### config.mk
export PLATFORM = sky130hd
export DESIGN_NAME = dmem_arbiter
export DESIGN_NICKNAME = d
export VERILOG_FILES = /design/src/rtl/dmem_arbiter_pkg.sv /design/src/rtl/arb_sat_counter.sv /design/src/rtl/dmem_arbiter.sv
export SDC_FILE = /design/constraint.sdc
export NUM_CORES = 1
export LEC_CHECK = 0
export BUFFER_PORTS_ARGS = -buffer_cell sky130_fd_sc_hd__buf_2
export CORE_AREA = 2 2 123 125
export DETAILED_ROUTE_END_ITERATION = 8
export DIE_AREA = 0 0 125 127
export SLEW_MARGIN = 20
export SYNTH_ARGS = -nofsm -noshare
export SYNTH_HDL_FRONTEND = slang
export SYNTH_SLANG_ARGS = --single-unit
export TNS_END_PERCENT = 1
### constraint.sdc
create_clock -name clk -period 2.6 [get_ports clk]
set_input_delay 0.13 -clock clk [delete_from_list [all_inputs] [get_ports clk]]
set_output_delay 0.13 -clock clk [all_outputs]
set_load 0.03 [all_outputs]
### src/rtl/dmem_arbiter_pkg.sv
// Shared definitions for the data-memory arbiter.
//   - arb_state_e : arbiter FSM encoding (normal sharing vs. exclusive EXT ownership)
//   - mem_req_t   : one memory-port request {re, we, addr, wdata}
//   - defaults for the starvation limit and request field widths
package dmem_arbiter_pkg;

  typedef enum logic {
    ARB_RUN    = 1'b0,
    ARB_HALTED = 1'b1
  } arb_state_e;

  localparam int ARB_MAX_WAIT_DEF = 8;
  // Wide enough for any MAX_WAIT in 1..255.
  localparam int ARB_WAIT_W       = 8;
  localparam int ARB_ADDR_W       = 32;
  localparam int ARB_DATA_W       = 32;

  typedef struct packed {
    logic                  re;
    logic                  we;
    logic [ARB_ADDR_W-1:0] addr;
    logic [ARB_DATA_W-1:0] wdata;
  } mem_req_t;

endpackage

### src/rtl/arb_sat_counter.sv
// Saturating up-counter with synchronous clear.
// Ports:
//   clk, reset : clock, synchronous active-high reset (count -> 0)
//   clr_i      : clear to 0 this edge (wins over inc_i)
//   inc_i      : increment by one, holding at LIMIT
//   cnt_o      : current count
module arb_sat_counter #(
  parameter int           W     = 8,
  parameter logic [W-1:0] LIMIT = '1
) (
  input  logic         clk,
  input  logic         reset,
  input  logic         clr_i,
  input  logic         inc_i,
  output logic [W-1:0] cnt_o
);

  logic [W-1:0] cnt_q;
  logic [W-1:0] cnt_d;

  always_comb begin
    cnt_d = cnt_q;
    if (clr_i) begin
      cnt_d = '0;
    end else if (inc_i && (cnt_q != LIMIT)) begin
      cnt_d = cnt_q + W'(1);
    end
  end

  always_ff @(posedge clk) begin
    if (reset) begin
      cnt_q <= '0;
    end else begin
      cnt_q <= cnt_d;
    end
  end

  assign cnt_o = cnt_q;

endmodule

### src/rtl/dmem_arbiter.sv
// Data-memory port arbiter between the pipeline MEM stage (CPU, fixed
// priority) and an external loader/debug master (EXT).
//   CPU side : cpu_re/we/addr/wdata in, cpu_rdata out, cpu_stall out
//   EXT side : ext_valid/we/addr/wdata in, ext_ready out,
//              ext_rvalid/ext_rdata out (registered, 1-cycle latency)
//   Halt     : ext_halt in requests exclusive EXT ownership, halted out
//   Memory   : mem_addr/wdata/re/we out, mem_rdata in (combinational read)
//   Stats    : stall_cnt, saturating count of arbiter-caused stall cycles
// EXT wins idle CPU cycles, and after MAX_WAIT denied cycles it takes one
// forced slot in which the CPU is stalled (its access is delayed, not lost).
module dmem_arbiter
  import dmem_arbiter_pkg::*;
#(
  parameter int ADDR_W   = 32,
  parameter int DATA_W   = 32,
  parameter int MAX_WAIT = ARB_MAX_WAIT_DEF,
  parameter int STAT_W   = 16
) (
  input  logic              clk,
  input  logic              reset,
  input  logic              cpu_re,
  input  logic              cpu_we,
  input  logic [ADDR_W-1:0] cpu_addr,
  input  logic [DATA_W-1:0] cpu_wdata,
  output logic [DATA_W-1:0] cpu_rdata,
  output logic              cpu_stall,
  input  logic              ext_valid,
  input  logic              ext_we,
  input  logic [ADDR_W-1:0] ext_addr,
  input  logic [DATA_W-1:0] ext_wdata,
  output logic              ext_ready,
  output logic              ext_rvalid,
  output logic [DATA_W-1:0] ext_rdata,
  input  logic              ext_halt,
  output logic              halted,
  output logic [ADDR_W-1:0] mem_addr,
  output logic [DATA_W-1:0] mem_wdata,
  output logic              mem_re,
  output logic              mem_we,
  input  logic [DATA_W-1:0] mem_rdata,
  output logic [STAT_W-1:0] stall_cnt
);

  localparam logic [ARB_WAIT_W-1:0] WAIT_LIMIT = ARB_WAIT_W'(MAX_WAIT);

  arb_state_e            state_q, state_d;
  logic                  ext_rvalid_q, ext_rvalid_d;
  logic [DATA_W-1:0]     ext_rdata_q, ext_rdata_d;
  logic [ARB_WAIT_W-1:0] wait_cnt;
  logic                  cpu_act;
  logic                  ext_fire;
  logic                  wait_clr, wait_inc;
  mem_req_t              req;

  assign cpu_act = cpu_re | cpu_we;
  assign halted  = (state_q == ARB_HALTED);

  // Grant, stall, port mux and next state.
  always_comb begin
    state_d  = state_q;
    ext_fire = 1'b0;
    cpu_stall = 1'b0;
    wait_clr = 1'b1;
    wait_inc = 1'b0;
    // Default: port follows the CPU, so an idle port has re=we=0 and
    // address/data tracking the MEM stage.
    req.re    = cpu_re;
    req.we    = cpu_we;
    req.addr  = ARB_ADDR_W'(cpu_addr);
    req.wdata = ARB_DATA_W'(cpu_wdata);

    case (state_q)
      ARB_RUN: begin
        ext_fire  = ext_valid & (~cpu_act | (wait_cnt == WAIT_LIMIT));
        cpu_stall = ext_fire & cpu_act;
        wait_inc  = ext_valid & ~ext_fire;
        wait_clr  = ~ext_valid | ext_fire;
        if (ext_halt) state_d = ARB_HALTED;
      end
      ARB_HALTED: begin
        ext_fire  = ext_valid;
        cpu_stall = 1'b1;
        req.re    = 1'b0;
        req.we    = 1'b0;
        if (!ext_halt) state_d = ARB_RUN;
      end
      default: state_d = ARB_RUN;
    endcase

    if (ext_fire) begin
      req.re    = ~ext_we;
      req.we    = ext_we;
      req.addr  = ARB_ADDR_W'(ext_addr);
      req.wdata = ARB_DATA_W'(ext_wdata);
    end

    ext_rvalid_d = ext_fire & ~ext_we;
    ext_rdata_d  = (ext_fire & ~ext_we) ? mem_rdata : ext_rdata_q;
  end

  always_ff @(posedge clk) begin
    if (reset) begin
      state_q      <= ARB_RUN;
      ext_rvalid_q <= 1'b0;
      ext_rdata_q  <= '0;
    end else begin
      state_q      <= state_d;
      ext_rvalid_q <= ext_rvalid_d;
      ext_rdata_q  <= ext_rdata_d;
    end
  end

  arb_sat_counter #(
    .W     (ARB_WAIT_W),
    .LIMIT (WAIT_LIMIT)
  ) u_wait_cnt (
    .clk   (clk),
    .reset (reset),
    .clr_i (wait_clr),
    .inc_i (wait_inc),
    .cnt_o (wait_cnt)
  );

  arb_sat_counter #(
    .W     (STAT_W),
    .LIMIT ({STAT_W{1'b1}})
  ) u_stall_cnt (
    .clk   (clk),
    .reset (reset),
    .clr_i (1'b0),
    .inc_i (cpu_stall),
    .cnt_o (stall_cnt)
  );

  assign mem_re     = req.re;
  assign mem_we     = req.we;
  assign mem_addr   = ADDR_W'(req.addr);
  assign mem_wdata  = DATA_W'(req.wdata);
  assign cpu_rdata  = mem_rdata;
  assign ext_ready  = ext_fire;
  assign ext_rvalid = ext_rvalid_q;
  assign ext_rdata  = ext_rdata_q;

  // A MEM stage issuing load and store together is a pipeline bug; it is
  // passed through unchanged.
  a_no_rw_collision : assert property (@(posedge clk) disable iff (reset)
    !(cpu_re && cpu_we));

endmodule

After elaboration in Yosys (flattened, before gate mapping)
Index checks and enable logic that the tools add are counted.
{"block": "op_classes", "n_addsub": 2, "eq_ne": 3, "n_mux": 7, "n_bitwise": 12, "reduce_logical": 3}
{"operator": "66-bit 2-to-1 mux", "count": 1}
{"operator": "16-bit by 1-bit adder with 16-bit output, second input constant", "count": 1}
{"operator": "16-bit != test, second input constant", "count": 1}
{"operator": "8-bit by 1-bit adder with 8-bit output, second input constant", "count": 1}
{"operator": "8-bit by 4-bit equality test with 1-bit output, second input constant", "count": 1}
{"operator": "8-bit by 4-bit != test with 1-bit output, second input constant", "count": 1}
{"operator": "1-bit NOT", "count": 5}
{"operator": "1-bit AND", "count": 4}
{"operator": "1-bit one-hot mux with 2 select lines", "count": 2}
{"operator": "1-bit 2-to-1 mux", "count": 3}
{"operator": "1-bit bitwise OR", "count": 3}
{"operator": "1-bit logical AND", "count": 2}
{"operator": "2-bit 2-to-1 mux", "count": 1}
{"operator": "2-bit OR reduction", "count": 1}
{"block": "totals", "register_bits": 58, "in_bits": 167, "output_inout_bits": 150, "elab_cells": 32}

Depth between registers and ports, before layout
{"block": "logic_depth", "ltp_word": 8, "depth_mapped": 9, "depth_no_buf": 7}

By module
A second synthesis with hierarchy kept.
{"block": "unflattened", "cells_unflattened": 414, "area_unflattened_um2": 4101.4}
{"mod": "dmem_arbiter", "instances": 1, "cells_per_inst": 262, "area_each_um2": 2775.2, "seq_area_each_um2": 680.7}
{"mod": "arb_sat_counter (u_stall_cnt)", "instances": 1, "cells_per_inst": 102, "area_each_um2": 917.1, "seq_area_each_um2": 320.3}
{"mod": "arb_sat_counter (u_wait_cnt)", "instances": 1, "cells_per_inst": 50, "area_each_um2": 409.1, "seq_area_each_um2": 160.2}

Worst setup path after synthesis
No wires, ideal clock.
{"block": "synth_path", "path_kind": "register to output", "start": "register u_wait_cnt.cnt_q[0], in the netlist u_wait_cnt.cnt_o[0]", "end": "output mem_addr[23]", "arrival_ns": 1.953, "t_required_ns": 2.470, "slack_ns": 0.517, "stages_incl_launch_ff": 9, "path_buffers": 1, "path_cell_list": "dfxtp_1 -> inv_1 -> ha_1 -> nor4b_4 -> a221oi_2 -> inv_2 -> clkbuf_1 -> nand2_1 -> nand2_1"}
{"block": "synth_via", "elab_chain_len": 5}
{"element": "start, declared", "line_no": "arb_sat_counter.sv:18", "source": "logic [W-1:0] cnt_q;"}
{"element": "start signal, assigned", "line_no": "arb_sat_counter.sv:34", "source": "cnt_q <= cnt_d;"}
{"element": "8-bit by 4-bit equality test with 1-bit output", "line_no": "dmem_arbiter.sv:74", "source": "ext_fire = ext_valid & (~cpu_act | (wait_cnt == WAIT_LIMIT));"}
{"element": "1-bit bitwise OR", "line_no": "dmem_arbiter.sv:74"}
{"element": "1-bit AND", "line_no": "dmem_arbiter.sv:74"}
{"element": "1-bit one-hot mux with 2 select lines", "line_no": "dmem_arbiter.sv:72", "source": "case (state_q)"}
{"element": "via ext_ready", "line_no": "dmem_arbiter.sv:31", "source": "output logic ext_ready,"}
{"element": "66-bit 2-to-1 mux", "line_no": "dmem_arbiter.sv:90", "source": "if (ext_fire) begin"}
{"element": "end, declared", "line_no": "dmem_arbiter.sv:36", "source": "output logic [ADDR_W-1:0] mem_addr,"}
The timed path passes the listed nets, and every way through them passes these cells.

Final worst setup path
{"block": "layout_path", "start": "register u_wait_cnt.cnt_q[0], in the netlist u_wait_cnt.cnt_o[0]", "end": "output mem_addr[13]"}
{"block": "layout_via", "elab_chain_len": 5}
{"element": "8-bit by 4-bit equality test with 1-bit output", "line_no": "dmem_arbiter.sv:74"}
{"element": "1-bit bitwise OR", "line_no": "dmem_arbiter.sv:74"}
{"element": "1-bit AND", "line_no": "dmem_arbiter.sv:74"}
{"element": "1-bit one-hot mux with 2 select lines", "line_no": "dmem_arbiter.sv:72"}
{"element": "66-bit 2-to-1 mux", "line_no": "dmem_arbiter.sv:90"}
Every way passes these cells.

==> results.md <==
Min path:
- The worst hold path begins at mem_rdata[20].
- The terminating pin of the worst hold path is ext_rdata[20]$_SDFFE_PP0P_.
- The path class of the tightest hold or removal check is input port to flop.
- The cell depth of the worst min-delay path is 3.

Timing:
- The number of endpoints with negative hold slack in the final report is 0.
- Setup repair after global routing left no endpoint under its margin.
- Derived from the worst setup path, the maximum achievable clock frequency is 402 MHz.
- The time the final worst path needs with I/O delays and setup is 2.49 ns.
- Setup violations remaining at the end of the flow were counted as 0.
- The worst pin sits at a relative slew slack of 32.6%.
- The final total negative setup slack is 0 ns.
- The largest clock skew in the final design is 0.00609 ns.
- Of the available clock period, the critical path in the final layout requires 95.6%.
- The transition at the pin with the smallest max-transition slack is 1.01 ns.
- The count of pins over their slew limit is 0.

GRT:
- The global-route wire length before repair is 23.9 mm.
- The number of global-route vias before repair was 4158.
- The largest net degree at the start of global routing is 89.
- For this run the aggregate overflow at the end of global routing stands at 0.
- In the global route stage, overall resource usage came out at 19.2%.
- The initial antenna violation count is 3.

Placement:
- The final HPWL from detailed placement is 12.8 mm.
- The placer's final routability congestion estimate is 0.847.
- The total of buffers placed on input and output ports is 316.

Worst setup path:
- The largest fanout on the critical path is 88.
- The worst setup path is launched from a flop.
- The class of the most critical setup path is flop to output pin.
- For the worst setup path, the data required time is 2.47 ns.
- The origin of the critical flop-to-flop path is u_wait_cnt.cnt_o[0]$_SDFFE_PP0P_.
- The setup slack of the worst register-to-register path is 0.47 ns.
- The type of element capturing the critical path is an output pin.
- The path depth of the worst reg2reg path is 8.
- The endpoint identified for the worst register-to-register timing path is u_stall_cnt.cnt_o[5]$_SDFFE_PP0P_.
- The signal arrival time at the worst endpoint is 2.36 ns.

Drt:
- The via count is 4538.
- The final wirelength is 16.1 mm.
- Dividing the detail-routed wire length by the instance count gives 16.1 µm.
- The remaining antenna violation count is 0.
- The DRC violation total after the first TritonRoute iteration is 216.
- The number of search-and-repair iterations in the first detailed-routing pass is 4.
- The final routed DRC violation total is 0.
- Using the TritonRoute via totals, the vias-per-cell ratio works out to 4.54.

Synth:
- The post-synthesis simple-gate area fraction is 37.8%.
- Of the total synthesized cell area, the portion taken by XOR and XNOR cells is 1.47%.
- The gate count after technology mapping is 541.
- The average instance in the mapped netlist occupies 6.63 µm².
- The number of flops mapped to enable cells by yosys is 0.
- The area fraction of the dominant cell type after synthesis is 32.4%.
- The synthesized design spends more area on one cell type than any other, namely dfxtp_1.
- The number of nets in the synthesized netlist is 711.
- The adder-cell share of the synthesized area is 1.05%.
- By count the netlist is led by 200 x nand2_1, 58 x dfxtp_1, 44 x nand3_1.
- After synthesis, the largest family of logic cells by area is simple AND/OR/NAND/NOR gates.
- The compound-cell area share of the yosys netlist is 13.7%.
- The dominant register cell in the synthesized netlist is dfxtp_1.
- For this run, the number of Yosys warnings is 0.
- Multiplexer cells account for 2.20% of the synthesized area.
- The synthesis-stage register bit count is 58.
- Synthesis instantiated 38 different standard cells from the library.
- The most frequent cell after synthesis is nand2_1.
- The sequential cell area fraction in the yosys report is 32.4%.
- The mapped netlist covers 3590 µm².
- Ranked by total cell area, the synthesized netlist is headed by dfxtp_1 32%, nand2_1 21%, buf_4 6.7%.
- The post-synthesis async set-or-reset flop share is 0%.

Clocking:
- The buffer cell driving the clock tree root is clkbuf_16.
- The register clock-pin slew on the reported worst setup and hold paths is 0.06 ns.
- At the later pin of the worst-skew pair, clock insertion delay measures 0.33 ns.
- The TritonCTS clock tree is yes.
- For this design, the sink count on the clock tree is 58.
- Counting along the longest clock path gives a buffer depth of 2.
- Counting the buffers created by CTS gives 9.
- The CTS H-tree depth is 3.

Die:
- 317 I/O pins were placed.
- The starting utilization of the core area is 24.9%.
- The overall die height is 127 µm.
- The number of rows in the core area is 44.
- The core box area is 14400 µm².
- The horizontal die dimension is 125 µm.
- The die area is 15900 µm².

Run:
- The reported max-cap violation count is 0.

Power and ir drop:
- The power density relative to cell area is 534 nW/µm².
- In this run the static leakage power is 2.89 nW.
- IR analysis of the VDD net gives a maximum drop of 0.328 mV.

Final layout:
- The repair_antennas step left the layout with diodes totalling 0.
- Fill cells in the final layout number 1588.
- The layout overhead on the synthesized area is 51.0%.
- The final layout contains 980 nets.
- In the final layout, the share of cells above drive strength 1 is 43.6%.
- In the final layout, the multi-input gates occupy 2030 µm².
- Registers take 1160 µm².
- Cells fill 37.6% of the core in the end.

Outcome:
- The run finished with clean final reports.
-- flip-flops by register name, indices dropped and copies added (netlist names) --
register	cells
ext_rdata	32
u_stall_cnt.cnt_o	16
u_wait_cnt.cnt_o	8
ext_rvalid	1
halted	1
-- power by group --
| part | internal [mW] | switching, mW | total, mW |
|---|---|---|---|
| clock network | 0.669 | 0.437 | 1.11 |
| logic | 0.269 | 0.594 | 0.863 |
| registers | 0.911 | 0.0129 | 0.924 |
| total | 1.85 | 1.04 | 2.89 |
-- critical path, stage by stage (launching register included) --
cell and delay, ns:
dfxtp_1 0.40, inv_1 0.06, ha_1 0.19, nor4b_4 0.14, a221oi_4 0.33, clkinv_2 0.13
buf_12 0.21, nand2_1 0.13, nand2_1 0.13, buf_2 0.21
-- metrics by stage --
stage	std cells	total power, mW	setup slack [ns]	instance area (µm²)	hold slack [ns]
global route	999	3.03	0.0107	5420	0.0496
global placement	982	1.81	0.517	5120	0.342
floorplan	541	1.49	0.517	3590	0.258
finish	999	2.89	0.114	5420	0.0595
CTS	999	2.94	0.128	5410	0.0434
detailed placement	982	1.81	0.493	5120	0.349
-- how the worst max path moves through the flow --
stage,startpoint,endpoint,slack (ns),cells past startpoint
2_1_floorplan,u_wait_cnt.cnt_o[0]$_SDFFE_PP0P_,mem_addr[23],0.52,8
3_3_place_gp,u_wait_cnt.cnt_o[3]$_SDFFE_PP0P_,mem_wdata[25],0.52,7
3_5_place_dp,u_wait_cnt.cnt_o[3]$_SDFFE_PP0P_,mem_wdata[29],0.49,7
4_1_cts,u_wait_cnt.cnt_o[3]$_SDFFE_PP0P_,mem_wdata[29],0.13,7
5_1_grt,u_wait_cnt.cnt_o[0]$_SDFFE_PP0P_,mem_addr[13],0.01,9
6_report,u_wait_cnt.cnt_o[0]$_SDFFE_PP0P_,mem_addr[13],0.11,9
-- layout by cell type, fill, tap and decap left out, types with 2 or more instances in the layout --
cell	synthesis	routed
a21oi_1	41	41
buf_12	0	2
dfxtp_1	58	58
nor3b_1	3	3
or4_1	6	6
o21ai_0	23	23
clkinvlp_4	0	2
o21a_1	2	2
and3_1	3	3
and4_1	2	2
buf_2	7	316
nand3_1	44	44
nor2_1	15	15
buf_4	32	7
nand2_1	200	200
o31ai_1	6	6
ha_1	3	3
inv_1	5	4
clkbuf_16	0	9
xor2_1	5	5
and2_1	2	2
nor2b_1	8	8
clkinv_2	0	3
a31oi_1	2	2
mux2_2	7	7
nor4_1	8	8
nor3_1	2	2
o21ai_1	11	11
clkinv_4	0	2
nand4_1	5	5
-- final cells by class --
type / instances / area share, %
multi-input cells: 408 / 37.5
repair buffers: 326 / 31.1
flip-flops and latches: 58 / 21.4
clock buffers: 10 / 4.41
well taps: 184 / 4.25
clock inverters: 6 / 0.785
inverters: 7 / 0.508
-- routing by layer --
metal,GRT usage [%],vias up,share of wire [%]
li1,-,2318,-
met1,21.6,2021,38
met2,36.1,185,53
met3,5.28,14,6.9
met4,4.77,0,1.8
met5,0,-,0
-- kinds of logic after synthesis --
kind of cell	after synthesis
AOI/OAI and AO/OA	89
xor gates and xnor gates	6
adders and majority gates	3
buffers and inverters	75
DFF	58
muxes	7
and+or+nand+nor	303
-- what timing repair did --
item	CTS	global route
hold endpoints to repair	1	0
gates resized for setup	0	1
hold buffers	1	0
endpoints found under the setup margin	0	3
buffers inserted	0	0
No activity file was read; power rests on OpenSTA's default activity.
